## config.mk

```make
export PLATFORM = sky130hd
export DESIGN_NAME = pipe_ctrl
export DESIGN_NICKNAME = d
export VERILOG_FILES = /design/src/rtl/pipe_ctrl.sv
export SDC_FILE = /design/constraint.sdc
export NUM_CORES = 1
export LEC_CHECK = 0
export CORE_ASPECT_RATIO = 0.9
export CORE_MARGIN = 3
export CORE_UTILIZATION = 44
export DETAILED_ROUTE_END_ITERATION = 10
export HOLD_SLACK_MARGIN = 0.06
export PLACE_DENSITY = 0.9
export RECOVER_POWER = 100
export REMOVE_ABC_BUFFERS = 1
export SYNTH_ARGS = -nofsm -noshare
export SYNTH_HDL_FRONTEND = slang
export SYNTH_SLANG_ARGS = --single-unit
export TNS_END_PERCENT = 20
```

## constraint.sdc

```tcl
create_clock -name clk -period 3.2 [get_ports clk]
set_input_delay 0.64 -clock clk [delete_from_list [all_inputs] [get_ports clk]]
set_output_delay 0.64 -clock clk [all_outputs]
set_load 0.02 [all_outputs]
```

## src/rtl/pipe_ctrl.sv

```systemverilog
// Pipeline hazard/redirect controller: stalls, flushes and PC redirects for a 5-stage core.
// Optional macro PIPE_CTRL_PERF_CNT_EN adds the stall_cnt stalled-cycle counter port.
module pipe_ctrl (
  input  logic        clk,
  input  logic        rst,
  input  logic        if_req,
  input  logic        mm_req,
  input  logic        id_re1,
  input  logic        id_re2,
  input  logic [4:0]  id_ra1,
  input  logic [4:0]  id_ra2,
  input  logic        ex_ld,
  input  logic [4:0]  ex_wa,
  input  logic        br_take,
  input  logic [31:0] br_pc,
  output logic [5:0]  stall,
  output logic        flush,
  output logic        pc_we,
  output logic [31:0] pc_nxt,
  output logic [1:0]  state
`ifdef PIPE_CTRL_PERF_CNT_EN
  ,
  output logic [31:0] stall_cnt
`endif
);

  typedef enum logic [1:0] {
    ST_RUN   = 2'd0,
    ST_LDUSE = 2'd1,
    ST_MEMW  = 2'd2,
    ST_REDIR = 2'd3
  } state_t;

  state_t      state_r;
  state_t      state_nxt_s;
  logic        pend_v_r;
  logic        pend_v_nxt_s;
  logic [31:0] pend_pc_r;
  logic [31:0] pend_pc_nxt_s;
  logic        hazard_s;

  // x0 is never a real destination, so it can never create a dependency.
  function automatic logic load_use_hazard(
    input logic       ld,
    input logic [4:0] wa,
    input logic       re1,
    input logic [4:0] ra1,
    input logic       re2,
    input logic [4:0] ra2
  );
    load_use_hazard = ld & (wa != 5'd0) &
                      ((re1 & (ra1 == wa)) | (re2 & (ra2 == wa)));
  endfunction

  assign hazard_s = load_use_hazard(ex_ld, ex_wa, id_re1, id_ra1, id_re2, id_ra2);
  assign state    = state_r;

  // Priority resolution: next state, pending redirect and per-cycle control outputs.
  always_comb begin
    stall         = 6'b000000;
    flush         = 1'b0;
    pc_we         = 1'b0;
    pc_nxt        = 32'h0000_0000;
    state_nxt_s   = ST_RUN;
    pend_v_nxt_s  = pend_v_r;
    pend_pc_nxt_s = pend_pc_r;
    if (!rst) begin
      state_nxt_s   = ST_RUN;
      pend_v_nxt_s  = 1'b0;
      pend_pc_nxt_s = 32'h0000_0000;
    end else if (mm_req) begin
      stall       = 6'b011111;
      state_nxt_s = ST_MEMW;
      // A branch resolved while memory holds the pipe is remembered; the latest one wins.
      if (br_take) begin
        pend_v_nxt_s  = 1'b1;
        pend_pc_nxt_s = br_pc;
      end else begin
        pend_v_nxt_s  = pend_v_r;
        pend_pc_nxt_s = pend_pc_r;
      end
    end else if (pend_v_r) begin
      pc_we        = 1'b1;
      pc_nxt       = pend_pc_r;
      flush        = 1'b1;
      pend_v_nxt_s = 1'b0;
      state_nxt_s  = ST_REDIR;
    end else if (br_take) begin
      pc_we       = 1'b1;
      pc_nxt      = br_pc;
      flush       = 1'b1;
      state_nxt_s = ST_REDIR;
    end else if (state_r == ST_REDIR) begin
      // Second flush cycle squashes the wrong-path fetch; IF and decode state are don't-care.
      flush       = 1'b1;
      state_nxt_s = ST_RUN;
    end else if (hazard_s) begin
      stall       = 6'b000111;
      state_nxt_s = ST_LDUSE;
    end else if (if_req) begin
      stall       = 6'b000011;
      state_nxt_s = ST_RUN;
    end else begin
      state_nxt_s = ST_RUN;
    end
  end

  // State and pending-redirect registers with synchronous active-low reset.
  always_ff @(posedge clk) begin
    if (!rst) begin
      state_r   <= ST_RUN;
      pend_v_r  <= 1'b0;
      pend_pc_r <= 32'h0000_0000;
    end else begin
      state_r   <= state_nxt_s;
      pend_v_r  <= pend_v_nxt_s;
      pend_pc_r <= pend_pc_nxt_s;
    end
  end

`ifdef PIPE_CTRL_PERF_CNT_EN
  logic [31:0] stall_cnt_r;

  // Counts cycles in which the PC is held; wraps naturally at 2^32.
  always_ff @(posedge clk) begin
    if (!rst) begin
      stall_cnt_r <= 32'h0000_0000;
    end else if (stall[0]) begin
      stall_cnt_r <= stall_cnt_r + 32'd1;
    end else begin
      stall_cnt_r <= stall_cnt_r;
    end
  end

  assign stall_cnt = stall_cnt_r;
`endif

endmodule

```

==> results.txt <==
* Insertion delay to the later sink of the worst-skew pair: slightly below 0.3 ns
* Post-detail-place hpwl: 4380 microns
- Critical Path Slowest Stage Cell: sky130_fd_sc_hd__clkdlybuf4s50_1
- Dividing the synthesized area by the synthesized cell count gives around 6.4 sq um.
* Endpoints failing setup: 0
- The path class of the tightest hold or removal check is reg2reg.
* Area Overhead vs Synth: 53.5%
* Synth Register Bits: 35
* Inserted Diodes: 0
- Post-synth cell types: 24
- Static timing analysis puts the maximum clock frequency at 0.322 GHz.
* Total number of nets in the final design: 460
* DRC: 0
- The number of antenna violations at the first check in global routing is 0.
* Least setup slack across all paths after layout: 0.0965 ns
- On the worst path, the slowest cell contributes a delay of between 0.6 and 0.7 ns.
- Count of standard-cell rows: 22
- Clock tree synthesis inserted a total of 5 buffers.
- Share of flip-flops with an asynchronous set or reset after synthesis: 0%
* Number of standard cells after synthesis: 321
- Num ports: between 90 and 100
* Leakage power figure: 1.26 nW
* Die Span Y: 70.7 microns
* Effective utilization at floorplan: a little under half
- Setup Fix Bufs, Post-CTS: 0
* Fraction of layout instances using a drive strength above 1: 4.19%
- Headroom to the max-slew limit came out at 41.1%.
- Element type at the critical path start: input pin
* Max Root-Sink Buffers: 2
- The run finished with clean final reports.
* Final Max Slew Viols: 0
* Number of synthesized flops with an enable pin: 0
* CTS root buf: sky130_fd_sc_hd__clkbuf_8
* Gpl congestion: 0.837
* Max-cap viol count: 0
- Using the TritonRoute via totals, the vias-per-cell ratio works out to 5.02.
- Entering global routing, the biggest net connects 44 pins.
* Most frequent cells in the layout: 101 x sky130_fd_sc_hd__nand2_1, 66 x sky130_fd_sc_hd__nor2_1, 66 x sky130_fd_sc_hd__clkdlybuf4s50_1
- Dominant cells by area after synthesis: sky130_fd_sc_hd__dfxtp_1 34%, sky130_fd_sc_hd__nand2_1 19%, sky130_fd_sc_hd__nor2_1 12%
- The number of global-route vias before repair came to 2,247.
* Area share of the largest cell type after synthesis: 34.2%
* Initial drt markers: 199
- Of the total power, the clock network draws around two fifths.
- Die ar.: 5510 sq um
* TritonCTS clock tree: done
- Walking the worst path, the cells encountered are clkdlybuf4s50_1 -> buf_12 -> buf_4 -> nand2_1 -> nor2_1 -> a21oi_1 -> nor2_1 -> clkdlybuf4s50_1.
- Total Negative Setup Slacks: 0 ns
* Level count of the clock H-tree: 2
- Final critical delay including setup and external delays: 3.10 ns
- Final Hold Fails: 0
* Power consumption: 1.21 mW
* Cell area after technology mapping: 2050 sq um
* Part of the power in registers: approximately two fifths
- For the worst setup path, the data arrival time is 2.46 ns.
- Power per cell area: approximately 390 nW/um^2
* Final worst-path cycle share: 97.0%
* Most common cell after layout, fill and taps aside: sky130_fd_sc_hd__nand2_1
- Category of cells accounting for the largest share of critical-path delay: buffers and inverters
* Placeable core region: 4270 sq um
- Sequential element share of the synthesized area: 34.2%
* Global routing usage summed across all routing layers: 22.8%
- For this run, the number of Yosys warnings is 0.
* CTS sink cnt: 35
* Wire length of the first global-routing pass: 10,300 microns
- Worst Max-Slew Pin Slew: 0.883 ns
- Die outline width: 77.9 microns
* Worst setup slack after placement: -0.0734 ns
* RSZ-0062 raised after global routing: no
* Antenna-violating nets left: 0
- Top_reg_cell synth: sky130_fd_sc_hd__dfxtp_1
- Cells fill between 70% and 80% of the core in the end.
- The total overflow left after global routing is 0.
- CP Class: in2out
- After detailed routing, the total wire length is between 6000 and 7000 microns.
* Buffers plus inverters on the worst setup path: 4
* Final routed wire length divided by cell count: 13.3 microns
* Clock transition at path regs: 0.07 ns
* Maximum fanout along the worst path: 24
* Cell taking the most area after synthesis: sky130_fd_sc_hd__dfxtp_1
- Required time of the critical path: 2.56 ns
- IR analysis of the VDD net gives a maximum drop of 329 uV.
- Net Switching: 309 uW
- Category of the worst setup path capture point: primary output
* Vias post-DR: 2,340
- DRT Pass-1 Iters: 7
- Of the total power, combinational logic draws 21.7%.
* Worst hold slack across all endpoints: between 0.4 and 0.5 ns
* Final Skew: 0.00539 ns
* Internal portion of total power: 902 uW
- PortBufs: 95
- Net switching is 25.5% of the power.
==> power by group through the flow <==
stage,Combinational [mW],Clock [mW],Sequential [mW]
2_1_floorplan,0.116,0,0.482
3_3_place_gp,0.268,0,0.482
3_5_place_dp,0.275,0,0.483
4_1_cts,0.276,0.484,0.473
5_1_grt,0.289,0.503,0.476
6_report,0.263,0.474,0.473
==> synth_stat cells, drive strengths merged, types with 2 or more instances <==
library cell	instances
buf	9
nor2	66
nand2	101
and2	2
a21oi	32
o21ai	2
a21boi	32
a22oi	2
clkbuf	19
xnor2	10
dfxtp	35
nand4	2
==> worst paths after layout <==
| path | startpoint | to | slack (ns) | cells after the start |
|---|---|---|---|---|
| setup reg to reg | pend_v_r | state[0] | 1.84 | 3 |
| hold reg to reg | pend_pc_r[21] | pend_pc_r[21] | 0.46 | 2 |
| setup / recovery | br_take | pc_nxt[8] | 0.1 | 8 |
| hold / removal | pend_pc_r[21] | pend_pc_r[21] | 0.46 | 2 |
==> layer usage <==
metal | track usage [%] | part of all wire [%]
met5 | 0 | 0
met4 | 4.66 | 1.1
met3 | 5.73 | 6.2
met2 | 38.9 | 49
met1 | 29.4 | 43
==> sequential cells by signal, summed over array words and instances (netlist names) <==
register / count
state: 2
pend_v_r: 1
pend_pc_r: 32
==> what timing repair did <==
| action | in CTS | in global routing |
|---|---|---|
| hold buffers | 0 | 0 |
| pin swaps | 0 | 0 |
| setup endpoints to repair | 3 | 3 |
| cloned | 0 | 0 |
| resized for setup | 3 | 3 |
==> logic make-up after synthesis <==
logic type                synth area share [%]
AOI/OAI and AO/OA                         22.1
xor gates and xnor gates                  4.28
buffers and inverters                     6.17
DFF                                       34.2
other                                    0.183
and+or+nand+nor                           33.1
==> metrics by stage <==
| stage | instances | instance area (sq um) |
|---|---|---|
| finish | 466 | 3140 |
| global route | 466 | 3140 |
| CTS | 466 | 3180 |
| detailed placement | 458 | 3050 |
| global placement | 458 | 3050 |
| floorplan | 293 | 1920 |
==> worst register-to-register path: stages, from the launching register on <==
cell and delay [ns]:
sky130_fd_sc_hd__dfxtp_2 0.83, sky130_fd_sc_hd__nor2_1 0.18, sky130_fd_sc_hd__clkbuf_1 0.17, sky130_fd_sc_hd__a21oi_1 0.13
==> area by class of cell <==
cell class	instances	area, sq um
sequential	35	702
clock buffer	6	72.6
clock inverter	2	60.1
tap	60	75.1
timing repair buffer	105	1010
fill	353	1120
inverter	1	3.75
multi-input combinational	257	1220
(Power assumes the default switching activity.)
